[src/rtl/tts_state_encoder_if.sv]
// Status sources into, and TTS code out of, the TTS state encoder.
// master drives the status sources; slave is the encoder itself.
interface tts_state_encoder_if #(
  parameter int FILL_WIDTH = 12
);
  logic                  ttc_ready;
  logic [FILL_WIDTH-1:0] fifo_fill;
  logic                  sync_lost;
  logic                  resync_done;
  logic                  fatal_error;
  logic                  error_clear;
  logic [3:0]            tts_state;
  logic                  tts_changed;
  logic                  error_sticky;

  modport master (
    output ttc_ready, fifo_fill, sync_lost, resync_done, fatal_error, error_clear,
    input  tts_state, tts_changed, error_sticky
  );

  modport slave (
    input  ttc_ready, fifo_fill, sync_lost, resync_done, fatal_error, error_clear,
    output tts_state, tts_changed, error_sticky
  );
endinterface

[src/rtl/tts_state_encoder.sv]
// Encodes link, buffer-fill, sync and error status into the 4-bit TTS code,
// with fill hysteresis, sticky error/out-of-sync latches and a minimum dwell.
module tts_state_encoder #(
  parameter int FILL_WIDTH = 12,
  parameter int WARN_ON    = 2048,
  parameter int WARN_OFF   = 1536,
  parameter int BUSY_ON    = 3584,
  parameter int BUSY_OFF   = 3072,
  parameter int MIN_DWELL  = 16
) (
  input logic               clk,
  input logic               rst,
  tts_state_encoder_if.slave bus
);

  typedef enum logic [3:0] {
    TTS_DISC  = 4'b0000,
    TTS_WARN  = 4'b0001,
    TTS_OOS   = 4'b0010,
    TTS_BUSY  = 4'b0100,
    TTS_READY = 4'b1000,
    TTS_ERROR = 4'b1100
  } tts_code_e;

  localparam logic [FILL_WIDTH-1:0] WARN_ON_L  = FILL_WIDTH'(WARN_ON);
  localparam logic [FILL_WIDTH-1:0] WARN_OFF_L = FILL_WIDTH'(WARN_OFF);
  localparam logic [FILL_WIDTH-1:0] BUSY_ON_L  = FILL_WIDTH'(BUSY_ON);
  localparam logic [FILL_WIDTH-1:0] BUSY_OFF_L = FILL_WIDTH'(BUSY_OFF);
  localparam logic [7:0]            DWELL_LOAD = 8'(MIN_DWELL - 1);

  logic                  ttc_ready_r;
  logic [FILL_WIDTH-1:0] fill_r;
  logic                  sync_lost_r;
  logic                  resync_done_r;
  logic                  fatal_error_r;
  logic                  error_clear_r;

  logic                  error_r, oos_r, warn_r, busy_r;
  logic                  error_nx_s, oos_nx_s, warn_nx_s, busy_nx_s;
  logic [7:0]            dwell_r, dwell_nx_s;
  tts_code_e             state_r, state_nx_s, cand_s;
  logic                  changed_r, changed_nx_s;

  // Input stage: every source is registered exactly once.
  always_ff @(posedge clk) begin
    if (rst) begin
      ttc_ready_r   <= 1'b0;
      fill_r        <= '0;
      sync_lost_r   <= 1'b0;
      resync_done_r <= 1'b0;
      fatal_error_r <= 1'b0;
      error_clear_r <= 1'b0;
    end else begin
      ttc_ready_r   <= bus.ttc_ready;
      fill_r        <= bus.fifo_fill;
      sync_lost_r   <= bus.sync_lost;
      resync_done_r <= bus.resync_done;
      fatal_error_r <= bus.fatal_error;
      error_clear_r <= bus.error_clear;
    end
  end

  // Latch/hysteresis updates, priority candidate and dwell-gated next code.
  always_comb begin
    error_nx_s   = error_r;
    oos_nx_s     = oos_r;
    warn_nx_s    = warn_r;
    busy_nx_s    = busy_r;
    cand_s       = TTS_READY;
    state_nx_s   = state_r;
    dwell_nx_s   = dwell_r;
    changed_nx_s = 1'b0;

    // Set beats clear on both sticky latches.
    if (fatal_error_r) begin
      error_nx_s = 1'b1;
    end else if (error_clear_r) begin
      error_nx_s = 1'b0;
    end else begin
      error_nx_s = error_r;
    end

    if (sync_lost_r) begin
      oos_nx_s = 1'b1;
    end else if (resync_done_r) begin
      oos_nx_s = 1'b0;
    end else begin
      oos_nx_s = oos_r;
    end

    if (fill_r >= WARN_ON_L) begin
      warn_nx_s = 1'b1;
    end else if (fill_r < WARN_OFF_L) begin
      warn_nx_s = 1'b0;
    end else begin
      warn_nx_s = warn_r;
    end

    if (fill_r >= BUSY_ON_L) begin
      busy_nx_s = 1'b1;
    end else if (fill_r < BUSY_OFF_L) begin
      busy_nx_s = 1'b0;
    end else begin
      busy_nx_s = busy_r;
    end

    if (error_nx_s) begin
      cand_s = TTS_ERROR;
    end else if (!ttc_ready_r) begin
      cand_s = TTS_DISC;
    end else if (oos_nx_s) begin
      cand_s = TTS_OOS;
    end else if (busy_nx_s) begin
      cand_s = TTS_BUSY;
    end else if (warn_nx_s) begin
      cand_s = TTS_WARN;
    end else begin
      cand_s = TTS_READY;
    end

    // ERROR pre-empts the dwell; any other change waits for it to run out.
    if ((cand_s != state_r) && ((dwell_r == 8'd0) || (cand_s == TTS_ERROR))) begin
      state_nx_s   = cand_s;
      dwell_nx_s   = DWELL_LOAD;
      changed_nx_s = 1'b1;
    end else if (dwell_r != 8'd0) begin
      dwell_nx_s = dwell_r - 8'd1;
    end else begin
      dwell_nx_s = 8'd0;
    end
  end

  // State register: code, change pulse, latches and dwell counter.
  always_ff @(posedge clk) begin
    if (rst) begin
      state_r   <= TTS_DISC;
      changed_r <= 1'b0;
      error_r   <= 1'b0;
      oos_r     <= 1'b0;
      warn_r    <= 1'b0;
      busy_r    <= 1'b0;
      dwell_r   <= 8'd0;
    end else begin
      state_r   <= state_nx_s;
      changed_r <= changed_nx_s;
      error_r   <= error_nx_s;
      oos_r     <= oos_nx_s;
      warn_r    <= warn_nx_s;
      busy_r    <= busy_nx_s;
      dwell_r   <= dwell_nx_s;
    end
  end

  assign bus.tts_state    = state_r;
  assign bus.tts_changed  = changed_r;
  assign bus.error_sticky = error_r;

endmodule

[src/flat_wrapper.sv]
// flat-port wrapper written by rule: the top's interface ports become plain ports
module tts_state_encoder_flat 
#(
  parameter int FILL_WIDTH = 12,
  parameter int WARN_ON    = 2048,
  parameter int WARN_OFF   = 1536,
  parameter int BUSY_ON    = 3584,
  parameter int BUSY_OFF   = 3072,
  parameter int MIN_DWELL  = 16
)
  (clk, rst, bus_ttc_ready, bus_fifo_fill, bus_sync_lost, bus_resync_done, bus_fatal_error, bus_error_clear, bus_tts_state, bus_tts_changed, bus_error_sticky);
  tts_state_encoder_if #(.FILL_WIDTH(FILL_WIDTH)) bus_i ();
  input logic clk;
  input logic rst;
  input wire logic [$bits(bus_i.ttc_ready)-1:0] bus_ttc_ready;
  input wire logic [$bits(bus_i.fifo_fill)-1:0] bus_fifo_fill;
  input wire logic [$bits(bus_i.sync_lost)-1:0] bus_sync_lost;
  input wire logic [$bits(bus_i.resync_done)-1:0] bus_resync_done;
  input wire logic [$bits(bus_i.fatal_error)-1:0] bus_fatal_error;
  input wire logic [$bits(bus_i.error_clear)-1:0] bus_error_clear;
  output wire logic [$bits(bus_i.tts_state)-1:0] bus_tts_state;
  output wire logic [$bits(bus_i.tts_changed)-1:0] bus_tts_changed;
  output wire logic [$bits(bus_i.error_sticky)-1:0] bus_error_sticky;
  assign bus_i.ttc_ready = bus_ttc_ready;
  assign bus_i.fifo_fill = bus_fifo_fill;
  assign bus_i.sync_lost = bus_sync_lost;
  assign bus_i.resync_done = bus_resync_done;
  assign bus_i.fatal_error = bus_fatal_error;
  assign bus_i.error_clear = bus_error_clear;
  assign bus_tts_state = bus_i.tts_state;
  assign bus_tts_changed = bus_i.tts_changed;
  assign bus_error_sticky = bus_i.error_sticky;
  tts_state_encoder #(.FILL_WIDTH(FILL_WIDTH), .WARN_ON(WARN_ON), .WARN_OFF(WARN_OFF), .BUSY_ON(BUSY_ON), .BUSY_OFF(BUSY_OFF), .MIN_DWELL(MIN_DWELL)) u_core (.clk(clk), .rst(rst), .bus(bus_i));
endmodule
[config.mk]
export PLATFORM = sky130hd
export DESIGN_NAME = tts_state_encoder_flat
export DESIGN_NICKNAME = d
export VERILOG_FILES = /design/src/rtl/tts_state_encoder_if.sv /design/src/rtl/tts_state_encoder.sv /design/src/flat_wrapper.sv
export SDC_FILE = /design/constraint.sdc
export NUM_CORES = 1
export LEC_CHECK = 0
export BUFFER_PORTS_ARGS = -buffer_cell sky130_fd_sc_hd__clkbuf_2
export CORE_MARGIN = 10
export CORE_UTILIZATION = 45
export CTS_CLUSTER_DIAMETER = 30
export DETAILED_ROUTE_END_ITERATION = 6
export PLACE_DENSITY = 0.71
export SETUP_SLACK_MARGIN = 0.5
export SLEW_MARGIN = 20
export SYNTH_ARGS = -nofsm -noshare
export SYNTH_HDL_FRONTEND = slang
export SYNTH_SLANG_ARGS = --single-unit
[constraint.sdc]
create_clock -name clk -period 1.76 [get_ports clk]
set_input_delay 0.264 -clock clk [delete_from_list [all_inputs] [get_ports clk]]
set_output_delay 0.264 -clock clk [all_outputs]
set_load 0.005 [all_outputs]
**Word level (Yosys, flattened, before mapping)**

Index checks and enable logic that the tools add are counted.

- Muxes and demuxes: 16
- Order comparisons: 4
- Equal/unequal tests: 2
- $add $sub $neg: 1
- Divide/modulo/power cells: 0
- Shift-type cells: 0
- Multipliers: 0
- Reduce and logical (&&, ||, !) cells: 5
- Bitwise gates (word level): 1

Operators by type and width:

| cell | count |
|---|---|
| $mux 4 | 7 |
| $ge 12x12->1 const B | 2 |
| $lt 12x11->1 const B | 1 |
| $lt 12x12->1 const B | 1 |
| $mux 1 | 9 |
| $logic_not 8->1 | 1 |
| $reduce_bool 8->1 | 1 |
| $sub 8x1->8 const B | 1 |
| $eq 4x4->1 const B | 1 |
| $ne 4x4->1 | 1 |
| $reduce_or 3->1 | 1 |
| $logic_and 1x1->1 | 1 |
| $logic_or 1x1->1 | 1 |
| $not 1->1 | 1 |

- RAM bits: 0
- Register bits: 34
- Memories: 0
- Word-level logic and storage cells: 43
- ROM bits: 0
- Latch bits: 0
- Output and inout port bits: 6
- Bits of input ports: 19

**Logic depth before layout (Yosys ltp)**

Gate-level depths: netlist of the first run.

- Word-level depth: 12
- Depth in mapped cells: 9
- Depth with buffers taken out: 8

**Least setup slack after synthesis of the first run**

OpenSTA, ideal clock, no wires.

- Path kind: register to register
- Start: reg u_core.dwell_r[0]
- End: reg u_core.state_r[2] (netlist: u_core.bus.tts_state[2])
- Data required time: 1.674 ns
- Setup time: 0.086 ns
- Stages on the path, launching flop included: 10
- Clock period less this slack: 1.881 ns
- Arrival time: 1.795 ns
- Path slack: -0.121 ns
- Cells stage by stage: dfxtp_1 > inv_1 > ha_1 > nand2b_4 > nor4_4 > nor3b_1 > nor2_1 > or2_4 > buf_6 > a211oi_1

- Word-level cells in the longest chain between the ends: 3

RTL lines:

| element | line | RTL |
|---|---|---|
| start, declared | tts_state_encoder.sv:40 | `logic [7:0] dwell_r, dwell_nx_s;` |
| start signal, assigned | tts_state_encoder.sv:150 | `dwell_r <= dwell_nx_s;` |
| $logic_not 8->1 | tts_state_encoder.sv:122 | `if ((cand_s != state_r) && ((dwell_r == 8'd0) \|\| (cand_s == TTS_ERROR))) begin` |
| $logic_or 1x1->1 | tts_state_encoder.sv:122 |  |
| $logic_and 1x1->1 | tts_state_encoder.sv:122 |  |
| end signal, assigned | tts_state_encoder.sv:144 | `state_r <= state_nx_s;` |
| end, declared | tts_state_encoder.sv:41 | `tts_code_e state_r, state_nx_s, cand_s;` |

No other way between the ends.
A chain may end at the register's enable or synchronous reset.

**Worst setup path in the final report of the first run**

- Start: reg u_core.error_r (netlist: u_core.bus.error_sticky)
- End: reg u_core.dwell_r[7]

- Word-level cells in the longest chain between the ends: 7
- Elaborated cells between the ends (all ways): 8
- Classes of those cells: 2 x eq/ne; 3 x mux; 3 x reduce/logical

RTL lines:

| element | line | RTL |
|---|---|---|
| start, declared | tts_state_encoder.sv:38 | `logic error_r, oos_r, warn_r, busy_r;` |
| start signal, assigned | tts_state_encoder.sv:146 | `error_r <= error_nx_s;` |
| $mux 1 * | tts_state_encoder.sv:77 | `end else if (error_clear_r) begin` |
| $mux 1 * | tts_state_encoder.sv:75 | `if (fatal_error_r) begin` |
| $mux 4 * | tts_state_encoder.sv:107 | `if (error_nx_s) begin` |
| $eq 4x4->1 | tts_state_encoder.sv:122 |  |
| $logic_or 1x1->1 | tts_state_encoder.sv:122 |  |
| $logic_and 1x1->1 * | tts_state_encoder.sv:122 |  |
| $reduce_or 3->1 (no line) * | -- |  |

Mark *: on every way between the ends. The rest lies on a longest branch, timed or not.

==> flow_metrics.tcl, run 1 <==
set metrics [dict create \
    status "complete, but fails checks" \
    violations "setup timing" \
    place_inst 166 \
    start_kind "register" \
    worst_pin_slew_ns 0.332 \
    grt_pass1_vias 909 \
    crit_path_end_kind "register" \
    path_class "reg -> reg" \
    synthToLayoutAreaGrowth_pct 26.5 \
    drive_gt1_share_pct 39.9 \
    fin_skew_ns 0.0137 \
    postLayoutSetupSlackWorst_ns -0.0887 \
    start_util_pct 48.3 \
    drv_slew 0 \
    layout.cells.most_common "dfxtp_1" \
    gr-total-overflow 0 \
    syn_area_sq_um 1100 \
    grt_pass1_wl_mm 3.95 \
    r2r-end "u_core.dwell_r[7]" \
    setup_viol_count_final 12 \
    wl_mm 2.31 \
    die_area_sq_um 4820 \
    cp.arrival_ns 2.10 \
    period_share_pct 105 \
    p_int_w 0.00129 \
    combPwrFrac_pct 46.3 \
    path_cells "nor2b_4, or2_4, or4_4, a22oi_2, or2_4, nor3b_2" \
    rr_startpoint "u_core.bus.error_sticky" \
    design_area_sq_um 1390 \
    instances_no_fill 171 \
    hold_path_end "u_core.error_clear_r" \
    ant_nets 0 \
    leakage_nw 0.563 \
    period_needed_ns 1.85 \
    swShare_pct 34.9 \
    rr_worst_depth 6 \
    fmax_ghz 0.541 \
    ys.flop_type "dfxtp_1" \
    synthCells 113 \
    power_density_nw_per_um2 1420 \
    clockPowerShare_pct 12.5 \
    hp-class "in -> reg" \
    yosysSeqAreaShare_pct 45.6 \
    cts_buffers 3 \
    hold_viol 0 \
    synth_nets 133 \
    peakVddDrop_v 0.000869 \
    die_y_microns 69.4 \
    slowest_delay_ns 0.48 \
    switching_power_w 0.000690 \
    drc_errors 0 \
    ff2ff_setup_slack_ns -0.09 \
    required_ns 2.01 \
    cpMaxStageDelayCell "or4_4" \
    rows 17 \
    mostFrequentLayoutCells "dfxtp_1, clkbuf_2, buf_4" \
    synth-async-reset-ratio_pct 0 \
    clk_path_buf_depth 2 \
    cts.sinks 25 \
    p_seq_share_pct 41.2 \
    totalNegativeSetupSlack_ns -0.820 \
    max-slew-margin-rel_pct 77.7 \
    portBuffers 15 \
    num_antenna_cells 0 \
    cpMostUsedCell "or2_4" \
    htree_levels 1 \
    root_buffer "clkbuf_4" \
    rsz0062_at_grt "yes" \
    final_nets 164 \
    antenna_found_initial 0 \
    yosysUniqueCellTypes 37 \
    avgRoutedWirePerCell_microns 13.5 \
    gp_congestion 0.737 \
    grt_max_degree 23 \
    yosysWarnings 0 \
    avgSynthCellArea_sq_um 9.72 \
    via_per_inst 5.37 \
    min_from "bus_error_clear" \
    cts_tree "built" \
    ys_ff_latch 25 \
    die_w_microns 69.4 \
    synth_edf_count 0 \
    track_usage_pct 9.52 \
    clock_latency_ns 0.31 \
    io_pins 25 \
    path_max_fanout 6 \
    dr.first_iter.drc_count 47 \
    hold_path_depth 2 \
    dpl_cell_area_sq_um 1330 \
    maxCapViolations 0 \
    hpwl_mm 1.68 \
    via_count 919 \
    clk_pin_slew_ns 0.13 \
    firstDrtPassIters 4 \
    core_sq_um 2280 \
    cts_hold_buf 0 \
]
==> worst max-delay path, delay by kind of cell, from the launching register on <==
kind,cells,cell delay (ns)
flops,1,0.34
simple gates,5,1.20
compound gates,1,0.27
==> power by group through the flow <==
stage / combinational [W] / clock [W] / sequential, W
after floorplan: 0.000640 / 0 / 0.000813
after global placement: 0.000833 / 0 / 0.000816
after detailed placement: 0.000864 / 0 / 0.000826
after CTS: 0.000906 / 0.000261 / 0.000813
after global routing: 0.00100 / 0.000285 / 0.000838
final: 0.000917 / 0.000248 / 0.000815
==> cell type report <==
cell class                 instances  area (sq um)
clock buffer                       4          26.3
fill                             192           886
inverter                           5          18.8
multi-input combinational         79           619
sequential                        25           503
tap                               28          35.0
timing repair buffer              30           188
==> Yosys cell counts, types with 2 or more instances <==
master | count | area share, %
a2bb2oi_1 | 2 | 1.6
clkbuf_1 | 4 | 1.4
dfxtp_1 | 25 | 46
inv_1 | 5 | 1.7
nand2_1 | 3 | 1.0
nand2b_1 | 3 | 1.7
nor2_1 | 12 | 4.1
nor2b_1 | 11 | 6.3
nor3_1 | 5 | 2.3
nor3b_1 | 2 | 1.4
nor3b_2 | 3 | 3.4
nor4_1 | 2 | 1.1
o21ai_0 | 4 | 1.8
o22ai_1 | 4 | 2.3
or2_4 | 2 | 1.6
xnor2_1 | 5 | 4.0
==> metrics by stage <==
step	util, %	total power [W]	setup slack, ns	hold slack [ns]
floorplan	-	0.00145	-0.0505	0.392
finish	61.1	0.00198	-0.0887	0.160
global placement	58.4	0.00165	-0.124	0.471
global route	61.1	0.00212	-0.179	0.155
detailed placement	58.4	0.00169	-0.150	0.478
CTS	60.3	0.00198	-0.0907	0.147
==> cells by family after synthesis <==
| group | Yosys count | synth area share, % |
|---|---|---|
| XOR/XNOR | 6 | 4.78 |
| AO/OA/AOI/OAI | 18 | 12.1 |
| adder cells (fa/ha/maj) | 1 | 1.14 |
| multiplexers | 1 | 1.02 |
| buffers and inverters | 10 | 4.10 |
| AND/OR/NAND/NOR | 52 | 31.3 |
| flip-flops | 25 | 45.6 |
==> how the worst max path moves through the flow <==
| stage | startpoint | end | slack (ns) |
|---|---|---|---|
| after floorplan | u_core.bus.error_sticky | u_core.dwell_r[5] | -0.05 |
| after global placement | u_core.oos_r | u_core.dwell_r[4] | -0.12 |
| after detailed placement | u_core.oos_r | u_core.bus.tts_state[0] | -0.15 |
| after CTS | u_core.bus.error_sticky | u_core.dwell_r[7] | -0.09 |
| after global routing | u_core.bus.error_sticky | u_core.dwell_r[6] | -0.18 |
| final | u_core.bus.error_sticky | u_core.dwell_r[7] | -0.09 |
==> state kept, by name (all words and copies together) (netlist names) <==
register / cells
u_core.bus.error_sticky: 1
u_core.bus.tts_changed: 1
u_core.bus.tts_state: 4
u_core.busy_r: 1
u_core.dwell_r: 8
u_core.error_clear_r: 1
u_core.fatal_error_r: 1
u_core.fill_r: 3
u_core.oos_r: 1
u_core.resync_done_r: 1
u_core.sync_lost_r: 1
u_core.ttc_ready_r: 1
u_core.warn_r: 1
==> per-layer routing <==
| metal | vias to the layer above | GRT usage (%) | share of wire [%] |
|---|---|---|---|
| li1 | 458 | - | - |
| met4 | 0 | 2.66 | 0.52 |
| met2 | 14 | 16.7 | 51 |
| met5 | - | 0 | 0 |
| met1 | 445 | 10.2 | 44 |
| met3 | 2 | 3.71 | 4.3 |
==> what timing repair did <==
action,CTS,global route
pin swaps,3,2
gates resized for setup,3,5
buffers inserted,0,0
setup endpoints to repair,13,13
cloned,1,0
(Power assumes the default switching activity.)
==> run 2: changes to the inputs <==
==> constraint.sdc (replaced) <==
create_clock -name clk -period 1.76 [get_ports clk]
set_input_delay 0.352 -clock clk [delete_from_list [all_inputs] [get_ports clk]]
set_output_delay 0.352 -clock clk [all_outputs]
set_load 0.005 [all_outputs]
==> flow_metrics.tcl, run 2 (synthesized netlist as in run 1, its figures left out) <==
set metrics [dict create \
    grt_pass1_wl_mm 4.02 \
    synthToLayoutAreaGrowth_pct 27.3 \
    via_count 916 \
    ant_nets 0 \
    max-slew-margin-rel_pct 77.4 \
    leakage_nw 0.565 \
    clk_path_buf_depth 2 \
    die_y_microns 69.4 \
    period_needed_ns 1.86 \
    regMostFlops "u_core.dwell_r" \
    path_max_fanout 6 \
    num_antenna_cells 0 \
    cp.arrival_ns 2.11 \
    violations "setup timing" \
    grt_pass1_vias 922 \
    mostFrequentLayoutCells "dfxtp_1, clkbuf_2, buf_4" \
    period_share_pct 105 \
    gr-total-overflow 0 \
    die_w_microns 69.4 \
    gp_congestion 0.737 \
    clk_pin_slew_ns 0.13 \
    peakVddDrop_v 0.000866 \
    cts.sinks 25 \
    core_sq_um 2280 \
    power_density_nw_per_um2 1430 \
    wl_mm 2.27 \
    cts_tree "built" \
    dr.first_iter.drc_count 33 \
    status "complete, but fails checks" \
    largest_reg_flops 8 \
    maxCapViolations 0 \
    cts_hold_buf 0 \
    path_class "reg -> reg" \
    final_nets 164 \
    die_area_sq_um 4820 \
    crit_path_end_kind "register" \
    worst_pin_slew_ns 0.337 \
    drv_slew 0 \
    hpwl_mm 1.68 \
    clock_latency_ns 0.32 \
    via_per_inst 5.36 \
    antenna_found_initial 0 \
    postLayoutSetupSlackWorst_ns -0.0965 \
    layout.cells.most_common "dfxtp_1" \
    portBuffers 15 \
    drive_gt1_share_pct 42.0 \
    rsz0062_at_grt "yes" \
    start_util_pct 48.3 \
    htree_levels 1 \
    root_buffer "clkbuf_4" \
    track_usage_pct 9.60 \
    required_ns 2.02 \
    firstDrtPassIters 2 \
    fin_skew_ns 0.00986 \
    rows 17 \
    cts_buffers 3 \
    pre_cts_slack_ns -0.136 \
    avgRoutedWirePerCell_microns 13.3 \
    grt_max_degree 23 \
    fin_util_pct 61.5 \
    nFillCells 208 \
    io_pins 25 \
    start_kind "register" \
    fmax_ghz 0.539 \
    hp-class "in -> reg" \
    hold_viol 0 \
    drc_errors 0 \
    setup_viol_count_final 12 \
]
==> run 2: changes by cell type in the layout (fill, tap and decap cells not counted) <==
cell | previous run | this run
buf_6 | 0 | 2
a221oi_1 | 0 | 1
a221oi_2 | 1 | 0
clkbuf_2 | 15 | 14
dfxtp_1 | 23 | 19
buf_4 | 15 | 14
dfxtp_2 | 2 | 6
==> run 2: cell type report <==
cell class                 instances  area, sq um  area share, %
clock buffer                       4         26.3           1.88
inverter                           5         18.8           1.34
timing repair buffer              30          198           14.1
sequential                        25          508           36.3
multi-input combinational         79          613           43.8
tap                               28         35.0           2.50
==> run 2: power by group <==
| group | internal [W] | switching (W) |
|---|---|---|
| registers | 0.000700 | 0.000126 |
| clock network | 0.0000887 | 0.000161 |
| logic | 0.000523 | 0.000400 |
==> run 2: repair_timing <==
action,CTS,global route
endpoints found under the setup margin,16,14
gates cloned,1,0
gates resized for setup,6,7
pin swaps,3,0
setup buffers,0,0
==> run 2: final timing paths <==
| check | slack, ns | to | start | cells after the start |
|---|---|---|---|---|
| min reg2reg | 0.51 | u_core.bus.tts_state[3] | u_core.bus.tts_state[3] | 2 |
| min | 0.24 | u_core.error_clear_r | bus_error_clear | 2 |
| max | -0.1 | u_core.dwell_r[7] | u_core.bus.error_sticky | 6 |
| max reg2reg | -0.1 | u_core.dwell_r[7] | u_core.bus.error_sticky | 6 |
==> run 2: metal layers <==
metal | up-vias | GRT usage (%) | share of wire, %
li1 | 456 | - | -
met1 | 442 | 10.6 | 46
met2 | 14 | 16.8 | 50
met3 | 4 | 3.28 | 3.1
met4 | 0 | 2.66 | 0.88
met5 | - | 0 | 0
==> run 2: critical path, cell delays in order, from the launching register on <==
cell and delay, ns:
dfxtp_2 0.34, nor2b_4 0.12, or2_4 0.22, or4_4 0.48
a22oi_2 0.27, or2_4 0.21, nor3b_2 0.16
==> run 2: through the flow <==
step / TNS, ns / hold slack, ns / instances / total power (W) / instance area [sq um]
floorplan: -0.437 / 0.435 / 113 / 0.00145 / 1130
global placement: -1.28 / 0.510 / 166 / 0.00165 / 1330
detailed placement: -1.19 / 0.518 / 166 / 0.00169 / 1330
CTS: -0.840 / 0.236 / 171 / 0.00199 / 1380
global route: -1.72 / 0.243 / 171 / 0.00214 / 1400
finish: -0.910 / 0.242 / 171 / 0.00200 / 1400
